===== config.mk =====
export PLATFORM = sky130hd
export DESIGN_NAME = seq_divider_16bit
export DESIGN_NICKNAME = d
export VERILOG_FILES = /design/src/rtl/div_pkg.sv /design/src/rtl/div_cla_sub.sv /design/src/rtl/seq_divider_16bit.sv
export SDC_FILE = /design/constraint.sdc
export NUM_CORES = 1
export LEC_CHECK = 0
export ABC_AREA = 1
export ABC_CLOCK_PERIOD_IN_PS = 3000
export CAP_MARGIN = 20
export CELL_PAD_IN_SITES_DETAIL_PLACEMENT = 1
export CELL_PAD_IN_SITES_GLOBAL_PLACEMENT = 2
export CORE_MARGIN = 2
export CORE_UTILIZATION = 32
export CTS_CLUSTER_DIAMETER = 60
export DETAILED_ROUTE_END_ITERATION = 8
export HOLD_SLACK_MARGIN = 0.03
export MAX_ROUTING_LAYER = met4
export PLACE_DENSITY = 0.79
export SYNTH_ARGS = -nofsm -noshare
export SYNTH_HDL_FRONTEND = slang
export SYNTH_SLANG_ARGS = --single-unit

===== constraint.sdc =====
create_clock -name clk -period 3 [get_ports clk]
set_input_delay 0.45 -clock clk [delete_from_list [all_inputs] [get_ports clk]]
set_output_delay 0.45 -clock clk [all_outputs]
set_load 0.1 [all_outputs]

===== src/rtl/div_pkg.sv =====
// Shared definitions for the sequential restoring divider: FSM encoding and
// the iteration-counter sizing helper.
package div_pkg;

    localparam int DIV_WIDTH = 16;

    typedef enum logic [1:0] {
        S_IDLE = 2'd0,
        S_RUN  = 2'd1,
        S_DONE = 2'd2
    } state_t;

    // Counter must hold 0..WIDTH inclusive.
    function automatic int cnt_w(input int w);
        return $clog2(w + 1);
    endfunction

    localparam int CNT_W = cnt_w(DIV_WIDTH);

endpackage


===== src/rtl/div_cla_sub.sv =====
// N-bit subtractor a - b computed as a + ~b + 1 using 4-bit carry-lookahead
// groups and a group-level carry chain. borrow_n=1 means the result is non-negative.
module div_cla_sub #(
    parameter int N = 17
) (
    input  logic [N-1:0] a,
    input  logic [N-1:0] b,
    output logic [N-1:0] diff,
    output logic         borrow_n
);

    localparam int NG = (N + 3) / 4;
    localparam int W4 = 4 * NG;

    logic [W4-1:0] ap, bp, p, g, c, s;
    logic [NG-1:0] gg, pg;
    logic [NG:0]   cg;
    logic          unused_pad;

    // Pad bits get a=0, ~b=1: they propagate, so the top group carry equals
    // the carry out of bit N-1.
    always_comb begin
        ap = '0;
        bp = '1;
        ap[N-1:0] = a;
        bp[N-1:0] = ~b;
        p  = ap ^ bp;
        g  = ap & bp;
        c  = '0;
        gg = '0;
        pg = '0;
        cg = '0;
        cg[0] = 1'b1;
        for (int k = 0; k < NG; k++) begin
            c[4*k]   = cg[k];
            c[4*k+1] = g[4*k] | (p[4*k] & cg[k]);
            c[4*k+2] = g[4*k+1] | (p[4*k+1] & g[4*k])
                     | (p[4*k+1] & p[4*k] & cg[k]);
            c[4*k+3] = g[4*k+2] | (p[4*k+2] & g[4*k+1])
                     | (p[4*k+2] & p[4*k+1] & g[4*k])
                     | (p[4*k+2] & p[4*k+1] & p[4*k] & cg[k]);
            gg[k] = g[4*k+3] | (p[4*k+3] & g[4*k+2])
                  | (p[4*k+3] & p[4*k+2] & g[4*k+1])
                  | (p[4*k+3] & p[4*k+2] & p[4*k+1] & g[4*k]);
            pg[k] = p[4*k+3] & p[4*k+2] & p[4*k+1] & p[4*k];
            cg[k+1] = gg[k] | (pg[k] & cg[k]);
        end
        s = p ^ c;
    end

    assign diff       = s[N-1:0];
    assign borrow_n   = cg[NG];
    assign unused_pad = ^s;

endmodule


===== src/rtl/seq_divider_16bit.sv =====
// Sequential unsigned restoring divider: one quotient bit per clock through a
// single WIDTH+1-bit CLA subtractor, with a start/done handshake.
module seq_divider_16bit
    import div_pkg::*;
#(
    parameter int WIDTH = 16
) (
    input  logic             clk,
    input  logic             rst_n,
    input  logic             start,
    input  logic [WIDTH-1:0] dividend,
    input  logic [WIDTH-1:0] divisor,
    output logic             busy,
    output logic             done,
    output logic [WIDTH-1:0] quotient,
    output logic [WIDTH-1:0] remainder,
    output logic             div_by_zero
);

    localparam int CW = cnt_w(WIDTH);

    state_t           state, state_nxt;
    logic [CW-1:0]    cnt;
    logic [WIDTH:0]   r, t, diff;
    logic [WIDTH-1:0] q, dvsr;
    logic             dbz_pend, borrow_n, last_iter, unused_r;

    assign t         = {r[WIDTH-1:0], q[WIDTH-1]};
    assign last_iter = (cnt == CW'(WIDTH - 1));
    assign busy      = (state != S_IDLE);
    // R < divisor after every step, so its MSB is always zero between iterations.
    assign unused_r  = r[WIDTH];

    div_cla_sub #(.N(WIDTH + 1)) u_sub (
        .a        (t),
        .b        ({1'b0, dvsr}),
        .diff     (diff),
        .borrow_n (borrow_n)
    );

    always_comb begin
        state_nxt = state;
        case (state)
            S_IDLE:  if (start) state_nxt = (divisor == '0) ? S_DONE : S_RUN;
            S_RUN:   if (last_iter) state_nxt = S_DONE;
            S_DONE:  state_nxt = S_IDLE;
            default: state_nxt = S_IDLE;
        endcase
    end

    always_ff @(posedge clk) begin
        if (!rst_n) state <= S_IDLE;
        else        state <= state_nxt;
    end

    always_ff @(posedge clk) begin
        if (!rst_n) begin
            cnt         <= '0;
            r           <= '0;
            q           <= '0;
            dvsr        <= '0;
            dbz_pend    <= 1'b0;
            done        <= 1'b0;
            quotient    <= '0;
            remainder   <= '0;
            div_by_zero <= 1'b0;
        end else begin
            done <= 1'b0;
            case (state)
                S_IDLE: begin
                    if (start) begin
                        cnt         <= '0;
                        dvsr        <= divisor;
                        quotient    <= '0;
                        remainder   <= '0;
                        div_by_zero <= 1'b0;
                        // Divide-by-zero preloads the defined result and skips RUN.
                        if (divisor == '0) begin
                            r        <= {1'b0, dividend};
                            q        <= '1;
                            dbz_pend <= 1'b1;
                        end else begin
                            r        <= '0;
                            q        <= dividend;
                            dbz_pend <= 1'b0;
                        end
                    end
                end
                S_RUN: begin
                    r   <= borrow_n ? diff : t;
                    q   <= {q[WIDTH-2:0], borrow_n};
                    cnt <= cnt + 1'b1;
                end
                S_DONE: begin
                    quotient    <= q;
                    remainder   <= r[WIDTH-1:0];
                    div_by_zero <= dbz_pend;
                    done        <= 1'b1;
                end
                default: ;
            endcase
        end
    end

endmodule

==> metrics.md, run 1 <==
| Metric | Value |
|---|---|
| Status | `complete, no violations` |
| Vias post-DR | `3969` |
| Hold buffer count at cts | `0` |
| GP Congestion | `0.915` |
| # rows | `42` |
| Placement-stage cell area | `0.00505 mm^2` |
| Post-synth top cells | `90 x dfxtp_1, 64 x a21oi_1, 59 x inv_1` |
| Final instance area | `0.00533 mm^2` |
| Util after Layout | `40.4%` |
| Async S/R FF share, synth | `0%` |
| First-iteration detailed-routing DRC count | `156` |
| Sequential area share after synthesis | `41.9%` |
| Setup violations, final | `0` |
| Die X | `120 um` |
| Setup Skew | `10.4 ps` |
| Final ANT Viol Nets | `0` |
| Endpoint class of the critical path | `flop` |
| Largest net degree at the start of global routing | `51` |
| First-pass GRT wire length | `22000 um` |
| Final count of hold timing violations | `0` |
| RSZ-0062 raised after global routing | `no` |
| Crit path time final | `2410 ps` |
| Count leader, synth | `dfxtp_1` |
| H-Tree Depth | `3` |
| Die Span Y | `120 um` |
| Top_reg_cell synth | `dfxtp_1` |
| DRC viols | `0` |
| Cell taking the most area after synthesis | `dfxtp_1` |
| Cells after synthesis | `519` |
| Max Clock Freq | `0.416 GHz` |
| Root buf cell | `clkbuf_16` |
| Setup_tns | `0 ps` |
| Crit path kind | `flop to flop` |
| Vias per cell | `5.24` |
| Layout Cells excl Fill | `758` |
| Antenna cell count | `0` |
| GRT overflow | `0` |
| Initial antenna violation count | `0` |
| Die area | `0.0144 mm^2` |
| Worst-path clk slew | `70 ps` |
| Fill count | `1578` |
| Dpl cells | `742` |
| Pwr Total | `3.40 mW` |
| Post-synth top area share | `41.9%` |
| Slowest stage cell, crit path | `a221oi_2` |
| Post-Route WL | `13600 um` |
| Hold WC Path Type | `flop to flop` |
| Pre-antenna DRT Iters | `4` |
| Worst path cell trace | `ha_1 -> nand2_1 -> inv_1 -> a221oi_2 -> nand3_4 -> o21ai_0 -> nand2_1 -> nand3_1 -> inv_1` |
| Slew @ Worst Pin | `544 ps` |
| Area delta synth->final | `23.8%` |
| Post-DP HPWL | `9810 um` |
| Power per cell area | `639 mW/mm^2` |
| Skew-Pair Late Insertion Delay | `360 ps` |
| Peak VDD IR | `214 uV` |
| Nets | `634` |
| DR WL/cell | `18.0 um` |
| Core area | `0.0132 mm^2` |
| Slowest stage delay, CP | `470 ps` |
| Syn_area_per_cell | `8.29 um^2` |
| Clk buf depth | `2` |
| Number of CTS-inserted buffers | `9` |
| Synth area leaders | `dfxtp_1 42%, a21oi_1 7.4%, o21ai_0 5.7%` |
| Static Leak | `2.19 nW` |
| Yosys warning total | `0` |
| CTS tree | `built` |
| Worst Setup Start Kind | `flop` |
| TritonCTS Sinks | `90` |
| Syn Nets | `576` |
| MaxCap Viol Count | `0` |
| GRT Total Usage | `20.3%` |
| Starting Density | `32.6%` |
| Worst Path Required | `3260 ps` |
| IO Count | `70` |
| # resized after CTS | `0` |
| Synth Cell Area | `0.00430 mm^2` |
| Post-synth EDFFs | `0` |
| CP max FO | `30` |
| Final Max Slew Viols | `0` |
| Crit share post-route | `80.2%` |
| Layout cells sized above 1 | `13.6%` |
| Post-CTS setup buffer count | `0` |
| Crit path DAT | `2660 ps` |
| Synth cell types | `43` |
| Max transition margin | `63.7%` |
| Number of global-route vias before repair | `4064` |
| Post-synthesis register bit count | `90` |
| Port Buffers | `69` |
## layout make-up
class	count	area, um^2	share of cell area, %
Multi-Input combinational cell	337	2140	40.1
Sequential cell	90	1800	33.8
Timing Repair Buffer	77	658	12.4
Inverter	62	233	4.37
Clock buffer	9	225	4.23
Tap cell	176	220	4.13
Clock inverter	7	53.8	1.01
## per-stage QoR
stage	setup slack, ps	hold WS (ps)
2_1_floorplan	939	433
6_report	593	470
3_3_place_gp	511	448
3_5_place_dp	527	459
4_1_cts	645	471
5_1_grt	414	490
## where the power goes
| part | switching [mW] | internal [mW] | total, mW |
|---|---|---|---|
| clock network | 0.509 | 0.565 | 1.07 |
| logic | 0.626 | 0.343 | 0.969 |
| registers | 0.0768 | 1.28 | 1.36 |
## worst max-delay path: cells and delay by family (launching register included)
kind | cells | cell delay (ps)
buffers and inverters | 2 | 110
flip-flops | 1 | 440
adder cells (fa/ha/maj) | 1 | 310
AND/OR/NAND/NOR | 4 | 670
AO/OA/AOI/OAI | 2 | 760
## logic make-up (layout without fill, tap and decap cells)
family	Yosys count	in the layout	share of synthesized area (%)
compound gates	178	178	26.2
flops	90	90	41.9
buf+inv	92	155	8.58
simple gates	127	127	14.4
xor+xnor	10	10	2.04
fa+ha+maj	22	22	6.92
## sequential cells by signal, summed over array words and instances (netlist names)
register     cells
cnt              5
dbz_pend         1
div_by_zero      1
done             1
dvsr            16
q               16
quotient        16
r               16
remainder       16
state            2
## per-layer routing
layer / global-route usage [%] / routed length, um
met1: 26.5 / 6770
met2: 31.5 / 6180
met3: 3.37 / 480
met4: 7.79 / 222
met5: - / 0
## worst paths after layout
| check | startpoint | to | slack, ps | depth (start not counted) |
|---|---|---|---|---|
| min reg2reg | remainder[3] | remainder[3] | 470 | 2 |
| min | remainder[3] | remainder[3] | 470 | 2 |
| max reg2reg | r[13] | r[3] | 590 | 9 |
| max | r[13] | r[3] | 590 | 9 |
## cell usage in the layout (no fill, tap or decap), types with 9 or more instances in the layout
master	synthesis	layout
dfxtp_1	90	90
a21oi_1	64	64
inv_1	59	59
nand2_1	51	51
o21ai_0	49	49
buf_4	1	43
clkdlybuf4s50_1	0	33
nor2_1	26	25
a32o_1	23	23
nand3_1	21	21
ha_1	19	19
o221ai_1	13	13
clkbuf_16	0	9
No activity file was read; power rests on OpenSTA's default activity.
==> run 2, diff against run 1 <==
--- a/config.mk
+++ b/config.mk
@@ -6,17 +6,17 @@
 export NUM_CORES = 1
 export LEC_CHECK = 0
 export ABC_AREA = 1
-export ABC_CLOCK_PERIOD_IN_PS = 3000
+export ABC_CLOCK_PERIOD_IN_PS = 2040
 export CAP_MARGIN = 20
 export CELL_PAD_IN_SITES_DETAIL_PLACEMENT = 1
 export CELL_PAD_IN_SITES_GLOBAL_PLACEMENT = 2
 export CORE_MARGIN = 2
-export CORE_UTILIZATION = 32
+export CORE_UTILIZATION = 28
 export CTS_CLUSTER_DIAMETER = 60
 export DETAILED_ROUTE_END_ITERATION = 8
 export HOLD_SLACK_MARGIN = 0.03
 export MAX_ROUTING_LAYER = met4
-export PLACE_DENSITY = 0.79
+export PLACE_DENSITY = 0.74
 export SYNTH_ARGS = -nofsm -noshare
 export SYNTH_HDL_FRONTEND = slang
 export SYNTH_SLANG_ARGS = --single-unit
==> constraint.sdc (replaced) <==
create_clock -name clk -period 2.04 [get_ports clk]
set_input_delay 0.306 -clock clk [delete_from_list [all_inputs] [get_ports clk]]
set_output_delay 0.306 -clock clk [all_outputs]
set_load 0.1 [all_outputs]
==> run 2 against run 1 <==
Effect of this change:
- the flow now finishes with violations (setup timing)
- hold slack got worse by 100 ps
- via count increased by 5.7%
- count of clock-buffer cells in the layout stayed put
- clock power is 94% higher
- core utilization increased by 1.0 points
- wire length is 9.7% higher
- sequential share of layout area decreased by 4.8 points
- total power up 84%
- largest cell class unchanged
==> metrics.md, run 2 (synthesized netlist as in run 1, its figures left out) <==
| Metric | Value |
|---|---|
| Fill count | `1783 (+13%)` |
| Status | `finished, violations left` |
| Vias per cell | `5.03 (-3.9%)` |
| TritonCTS Sinks | `90 (unchanged)` |
| Final count of hold timing violations | `0 (unchanged)` |
| Crit share post-route | `104% (+24 points)` |
| Starting Density | `28.5% (-4.1 points)` |
| Static Leak | `2.62 nW (+20%)` |
| Setup_tns | `-272 ps (-272 ps)` |
| Skew-Pair Late Insertion Delay | `360 ps (about the same)` |
| Max Clock Freq | `0.469 GHz (+13%)` |
| Worst Setup Start Kind | `flop` |
| Number of global-route vias before repair | `4348 (+7.0%)` |
| RSZ-0062 raised after global routing | `yes` |
| Post-Route WL | `15000 um (+9.7%)` |
| GRT overflow | `0 (unchanged)` |
| Final Max Slew Viols | `0 (unchanged)` |
| H-Tree Depth | `3 (unchanged)` |
| Commonest cells after routing, fill and taps aside | `99 x buf_4, 84 x dfxtp_1, 59 x a21oi_1` |
| Slew @ Worst Pin | `397 ps (-146 ps)` |
| First-pass GRT wire length | `23500 um (+6.7%)` |
| Final ANT Viol Nets | `0 (unchanged)` |
| DRC viols | `0 (unchanged)` |
| Vias post-DR | `4195 (+5.7%)` |
| Nets | `699 (+10%)` |
| Hold Path Origin | `rst_n` |
| Setup Skew | `9.84 ps (-0.521 ps)` |
| Crit path time final | `2130 ps (-276 ps)` |
| Crit. Startpoint | `r[6]` |
| # rows | `45 (+7.1%)` |
| Largest net degree at the start of global routing | `35 (-31%)` |
| Max transition margin | `73.4% (+9.7 points)` |
| GP Congestion | `0.858 (-6.2%)` |
| Dpl cells | `813 (+9.6%)` |
| Multi-input logic area | `0.00237 mm^2 (+11%)` |
| Register Area | `0.00181 mm^2 (+0.69%)` |
| Layout Cells excl Fill | `834 (+10%)` |
| Die X | `128 um (+6.7%)` |
| Layout cells sized above 1 | `29.1% (+16 points)` |
| Critical R2R Launch | `r[6]` |
| DR WL/cell | `18.0 um (-0.30%)` |
| Power per cell area | `1000 mW/mm^2 (+57%)` |
| Crit path DAT | `2430 ps (-230 ps)` |
| Clk buf depth | `2 (unchanged)` |
| Peak VDD IR | `455 uV (+110%)` |
| Commonest non-fill, non-tap cell in the layout | `buf_4` |
| First-iteration detailed-routing DRC count | `147 (-5.8%)` |
| Crit path kind | `flop to flop` |
| Setup violations, final | `9 (+9)` |
| Area delta synth->final | `45.1%` |
| IO Count | `70 (unchanged)` |
| CTS tree | `built` |
| Endpoint class of the critical path | `flop` |
| Die Span Y | `128 um (+6.7%)` |
| Number of CTS-inserted buffers | `9 (unchanged)` |
| Worst-path clk slew | `70 ps (about the same)` |
| GRT Total Usage | `19.3% (-0.95 points)` |
| Placement-stage cell area | `0.00555 mm^2 (+9.8%)` |
| Post-DP HPWL | `11000 um (+12%)` |
| Post-route setup slack | `-91.0 ps (-684 ps)` |
| Final instance area | `0.00625 mm^2 (+17%)` |
| Flop-to-flop setup slack | `-90 ps (-680 ps)` |
| Port Buffers | `69 (unchanged)` |
| Initial antenna violation count | `0 (unchanged)` |
| Hold WC Path Type | `input pin to flop` |
| CP max FO | `4 (-87%)` |
| Antenna cell count | `0 (unchanged)` |
| Worst Path Required | `2340 ps (-920 ps)` |
| MaxCap Viol Count | `0 (unchanged)` |
| Root buf cell | `clkbuf_16` |
| Pre-antenna DRT Iters | `4 (unchanged)` |
| Core area | `0.0151 mm^2 (+14%)` |
| Failing checks | `setup timing` |
| Die area | `0.0164 mm^2 (+14%)` |
[run 2: cell types whose count changed in the layout (fill, tap and decap cells not counted), sizes merged]
cell / before / now
clkinvlp: 3 / 0
bufinv: 0 / 4
buf: 44 / 107
clkbuf: 9 / 11
clkinv: 4 / 2
[run 2: worst paths after layout]
check             end  cells past startpoint
min reg2reg  dvsr[11]                      2
max reg2reg     r[12]                     12
max             r[12]                     12
min              r[2]                      3
[run 2: power by group]
part           total (mW)  switching (mW)  leakage [nW]  internal, mW
logic                2.18            1.19          1.70         0.980
registers            1.99           0.104         0.739          1.89
clock network        2.08           0.762         0.176          1.32
total                6.25            2.06          2.62          4.19
[run 2: layout make-up]
type                    count  share of cell area [%]
flip-flops and latches     90                    29.0
clock inverters             6                    2.20
multi-input cells         337                    37.9
inverters                  62                    3.73
repair buffers            142                    19.7
well taps                 188                    3.77
clock buffers               9                    3.61
[run 2: stage by stage]
step / hold slack, ps / setup slack [ps] / power (mW) / utilization [%]
3_3_place_gp: 450 / -119 / 3.73 / 36.7
6_report: 368 / -91.0 / 6.25 / 41.4
2_1_floorplan: 433 / 9.80 / 3.08 / -
5_1_grt: 387 / -247 / 6.58 / 41.4
3_5_place_dp: 456 / -154 / 3.78 / 36.7
4_1_cts: 344 / -91.4 / 5.96 / 39.9
[run 2: worst max-delay path, cell delays in order, from the launching register on]
cell and delay (ps):
dfxtp_2 340, ha_4 260, a21oi_1 180, nand2_1 90, nor2_2 130, nand2_4 80
nand2_4 70, nand2_4 60, fa_2 520, nand2_1 50, o21ai_1 90, nand2_1 90
a21oi_2 110
[run 2: repair_timing]
action | 4_1_cts | 5_1_grt
pin swaps | 4 | 18
hold buffers | 0 | 0
setup buffers | 1 | 3
resized for setup | 19 | 41
gates cloned | 0 | 2
endpoints found under the setup margin | 15 | 16
[run 2: layer usage]
metal  vias to the layer above  track usage (%)  wire (um)
li1                       2067                -          -
met5                         -                -          0
met3                        27             2.88        443
met4                         0             8.40        364
met1                      2031             24.6       7010
met2                        70             30.7       7160
